### config.mk
export PLATFORM = sky130hd
export DESIGN_NAME = fp_operand_loader
export DESIGN_NICKNAME = d
export VERILOG_FILES = /design/src/rtl/fp_operand_loader.sv
export SDC_FILE = /design/constraint.sdc
export NUM_CORES = 1
export LEC_CHECK = 0
export CORE_MARGIN = 10
export CORE_UTILIZATION = 47
export CTS_CLUSTER_DIAMETER = 40
export DETAILED_ROUTE_END_ITERATION = 7
export GPL_ROUTABILITY_DRIVEN = 0
export PLACE_DENSITY = 0.75
export REMOVE_ABC_BUFFERS = 1
export SLEW_MARGIN = 20
export SYNTH_ARGS = -nofsm -noshare
export SYNTH_HDL_FRONTEND = slang
export SYNTH_SLANG_ARGS = --single-unit
export TNS_END_PERCENT = 1
### constraint.sdc
create_clock -name clk -period 1.75 [get_ports clk]
set_clock_uncertainty 0.05 [all_clocks]
set_input_delay 0.2625 -clock clk [delete_from_list [all_inputs] [get_ports clk]]
set_output_delay 0.2625 -clock clk [all_outputs]
set_load 0.01 [all_outputs]
### src/rtl/fp_operand_loader.sv
// fp_operand_loader: assembles two binary32 operands from a byte stream and presents them as a valid/ready pair
module fp_operand_loader #(
  parameter int MSB_FIRST = 1
) (
  input  logic        clk,
  input  logic        rst,
  input  logic [7:0]  byte_in,
  input  logic        byte_valid,
  input  logic        clear,
  input  logic        op_ready,
  output logic [31:0] a,
  output logic [31:0] b,
  output logic        op_valid,
  output logic [1:0]  a_class,
  output logic [1:0]  b_class,
  output logic [2:0]  byte_idx,
  output logic        overrun
);
  typedef enum logic [1:0] {LOAD_A, LOAD_B, HOLD} state_t;
  state_t state;
  logic [31:0] sh_a, sh_b, sh_a_nxt, sh_b_nxt;
  function automatic logic [1:0] classify(input logic [31:0] x);
    return (x[30:23] == 8'hff) ? ((x[22:0] != 23'd0) ? 2'b11 : 2'b10) :
           (x[30:23] == 8'h00) ? 2'b01 : 2'b00;
  endfunction
  assign sh_a_nxt = (MSB_FIRST != 0) ? {sh_a[23:0], byte_in} : {byte_in, sh_a[31:8]};
  assign sh_b_nxt = (MSB_FIRST != 0) ? {sh_b[23:0], byte_in} : {byte_in, sh_b[31:8]};
  always_ff @(posedge clk) begin
    if (rst) begin
      state    <= LOAD_A;
      sh_a     <= '0;
      sh_b     <= '0;
      a        <= '0;
      b        <= '0;
      a_class  <= 2'b01;
      b_class  <= 2'b01;
      op_valid <= 1'b0;
      byte_idx <= '0;
      overrun  <= 1'b0;
    end else if (clear) begin
      state    <= LOAD_A;
      sh_a     <= '0;
      sh_b     <= '0;
      op_valid <= 1'b0;
      byte_idx <= '0;
      overrun  <= 1'b0;
    end else begin
      case (state)
        LOAD_A: if (byte_valid) begin
          sh_a     <= sh_a_nxt;
          byte_idx <= byte_idx + 3'd1;
          if (byte_idx == 3'd3) state <= LOAD_B;
        end
        LOAD_B: if (byte_valid) begin
          sh_b     <= sh_b_nxt;
          byte_idx <= byte_idx + 3'd1;
          if (byte_idx == 3'd7) begin
            state    <= HOLD;
            a        <= sh_a;
            b        <= sh_b_nxt;
            a_class  <= classify(sh_a);
            b_class  <= classify(sh_b_nxt);
            op_valid <= 1'b1;
          end
        end
        HOLD: begin
          if (byte_valid) overrun <= 1'b1;
          if (op_ready) begin
            state    <= LOAD_A;
            op_valid <= 1'b0;
          end
        end
        default: state <= LOAD_A;
      endcase
    end
  end
endmodule

==> impl_metrics.py <==
metrics = {
    "cells_and_area": {
        "nets": 724,
        "fin_cells": 854,
        "area_growth_pct": 42.9,
        "fillers": 711,
        "diodes": 0,
        "layout-drive-gt1-share_pct": 14.6,
    },
    "clock_network": {
        "clkLatencyLatePin_ns": 0.51,
        "cts_buffers": 17,
        "ctsHoldBuffers": 0,
        "clock_path_buffers": 2,
        "clk_pin_slew_worst_paths_ns": 0.06,
        "htreeDepth": 4,
        "clock-sinks": 131,
        "cts_tree": "built",
        "root_buffer": "clkbuf_8",
    },
    "floorplan": {
        "rows": 36,
        "die_y_um": 121,
        "die_x_um": 121,
        "ios": 86,
        "dieArea_mm2": 0.0147,
        "initial_core_util_pct": 48.7,
        "placeableCoreArea_mm2": 0.00986,
    },
    "global_route": {
        "groute.usage.overall_pct": 18.1,
        "grt_max_degree": 69,
        "grt_pass1_wl_um": 21600,
        "grt-ovfl-total": 0,
        "antenna_found_initial": 0,
        "grt_pass1_vias": 4403,
    },
    "placed_design": {
        "placed_cells": 819,
        "port-buffer-count": 85,
        "dp_hpwl_um": 8430,
    },
    "synth": {
        "synth_seq_area_share_pct": 54.6,
        "yosysUniqueCellTypes": 28,
        "synth_mux_area_share_pct": 0.626,
        "synthTopCellsByArea": "dfxtp_1, nand2_1, a21oi_1, clkbuf_1, nor4_1",
        "synth_seq_cells": 131,
        "synth_cells": 607,
        "synthAdderAreaFrac_pct": 0.782,
        "synthXorXnorAreaFrac_pct": 0.182,
        "yosysTopAreaCellShare_pct": 54.6,
        "synth-simple-area-share_pct": 24.6,
        "synth-compound-area-share_pct": 14.1,
        "syn_avg_cell_area_um2": 7.91,
        "yosys_warnings": 0,
        "netlist.top_cell.by_area": "dfxtp_1",
        "synth_area_mm2": 0.00480,
        "synth_top_family_by_area": "simple AND/OR/NAND/NOR gates",
    },
    "route": {
        "drc": 0,
        "post_drt_wl_per_cell_um": 16.3,
        "detail-route-antenna-nets": 0,
        "vias_per_cell": 5.35,
        "drtIter0Drc": 367,
        "wl_um": 14000,
        "drtPass1Iterations": 6,
        "num_vias": 4570,
    },
    "worst_setup_path": {
        "crit_chain": "ha_4 > ha_4 > nand3_4 > buf_6 > nor3_4 > buf_6 > buf_12 > nand2_1 > a21oi_2",
        "slowest_delay_ns": 0.35,
        "path_buf_inv": 3,
        "slowest_stage": "dfxtp_2",
        "start_kind": "register",
        "worstSetupPathType": "register to register",
        "arrival_ns": 2.19,
        "path_max_fanout": 11,
        "worstPathRequired_ns": 2.14,
        "cp-end-kind": "register",
        "critPathTopFamily": "buffers and inverters",
    },
    "sta": {
        "max_slew.worst_pin.slew_ns": 0.429,
        "relSlewSlack_pct": 71.1,
        "min_period_ns": 1.79,
        "fin_crit_sh_pct": 103,
        "slew_violations": 0,
        "final_hold_viol_count": 0,
        "finalSetupViolations": 22,
        "finalSetupTns_ns": -0.520,
        "rsz0062_at_grt": "true",
        "setup_ws_ns": -0.0443,
        "fmax_mhz": 557,
    },
    "pwr": {
        "cellPowerDensity_mw_per_mm2": 1030,
        "switching_share_pct": 20.5,
        "clock_power_share_pct": 54.4,
        "p_leak_nw": 2.76,
        "p_int_w": 0.00561,
        "combPwrFrac_pct": 3.0,
        "p_seq_share_pct": 42.6,
        "ir_drop_mv": 0.669,
        "switchingPower_w": 0.00144,
    },
    "min_path": {
        "hp-class": "input port to register",
    },
    "run_status": {
        "violations": "setup timing",
        "status": "finished with violations",
    },
    "flow_run": {
        "maxCapViolations": 0,
    },
}
==> sequential cells by signal, indices dropped and copies added, names as in the netlist <==
register	count
a	32
b	32
sh_a	32
sh_b	24
byte_idx	3
a_class	2
b_class	2
state	2
op_valid	1
overrun	1
==> synthesized netlist by cell type <==
library cell,count
mux2i_1,3
a31oi_1,2
buf_1,3
nand4_1,6
o21ba_2,1
buf_6,4
ha_1,3
clkbuf_1,19
nor4_1,10
inv_1,3
or4_1,4
nor3_1,3
a211oi_1,1
nand3b_1,2
nand3_1,1
or2_2,1
nand2_1,248
and2_1,2
or3_1,1
a21oi_1,126
buf_2,9
buf_4,8
xnor2_1,1
nor2b_1,1
dfxtp_1,131
nor2_1,11
nor3_2,1
o221ai_1,2
==> repair_timing <==
action,CTS,global route
cloned,1,1
setup buffers,0,1
pin swaps,0,2
gates resized for setup,10,64
setup endpoints to repair,76,93
==> kinds of logic (layout without fill, tap and decap cells) <==
kind of cell	after synthesis	after routing
buffers and inverters	46	160
muxes	3	3
DFF	131	131
and+or+nand+nor	291	291
xor gates and xnor gates	1	1
AOI/OAI and AO/OA	132	132
adders and majority gates	3	3
==> worst register-to-register path, stage by stage (launching register included) <==
cell     delay, ns
dfxtp_2       0.35
ha_4          0.16
ha_4          0.14
nand3_4       0.08
buf_6         0.14
nor3_4        0.25
buf_6         0.20
buf_12        0.14
nand2_1       0.08
a21oi_2       0.13
==> routing by layer <==
metal	GRT usage, %	routed length [um]	vias to the layer above
met5	0	0	-
met4	6.33	208	0
met3	6.42	1080	25
met2	29.9	7000	169
met1	21.1	5670	2176
li1	-	-	2200
==> final timing paths <==
path / from / to / slack [ns] / cells after the start
worst max-delay path: byte_idx[1] / b[12] / -0.04 / 9
worst min-delay path: rst / a[27] / 0.22 / 3
worst max register to register: byte_idx[1] / b[12] / -0.04 / 9
worst min register to register: b[3] / b[3] / 0.40 / 2
==> metrics by stage <==
stage | cell area [um2] | hold slack [ns] | utilization (%) | setup WS [ns] | power [W]
after floorplan | 4570 | 0.282 | - | -1.71 | 0.00313
after CTS | 6630 | 0.215 | 67.3 | -0.0551 | 0.00706
after global placement | 5960 | 0.393 | 60.5 | -0.0982 | 0.00326
after global routing | 6860 | 0.234 | 69.5 | -0.131 | 0.00724
after detailed placement | 5960 | 0.400 | 60.5 | -0.160 | 0.00326
final | 6860 | 0.216 | 69.5 | -0.0443 | 0.00705
==> power by group through the flow <==
| stage | Clock [W] | Combinational [W] | Sequential [W] |
|---|---|---|---|
| 5_1_grt | 0.00401 | 0.000224 | 0.00301 |
| 4_1_cts | 0.00385 | 0.000198 | 0.00300 |
| 3_3_place_gp | 0 | 0.000193 | 0.00307 |
| 3_5_place_dp | 0 | 0.000197 | 0.00307 |
| 2_1_floorplan | 0 | 0.0000599 | 0.00307 |
| 6_report | 0.00384 | 0.000209 | 0.00301 |
==> final cells by class <==
type | count | area [um2] | area share (%)
Inverter | 3 | 11.3 | 0.164
Tap cell | 133 | 166 | 2.43
Sequential cell | 131 | 2630 | 38.3
Timing Repair Buffer | 125 | 1340 | 19.5
Clock inverter | 12 | 203 | 2.95
Multi-Input combinational cell | 430 | 2070 | 30.2
Clock buffer | 20 | 445 | 6.49
==> cell usage in the layout (no fill, tap or decap), types with 10 or more instances in the layout <==
master	synthesis	routed
clkdlybuf4s50_1	0	51
nor2_1	11	11
a21oi_2	0	24
nor4_1	10	10
nand2_1	248	248
dfxtp_1	131	129
a21oi_1	126	102
buf_4	8	26
dlymetal6s2s_1	0	25
clkbuf_16	0	16
(Power assumes the default switching activity.)
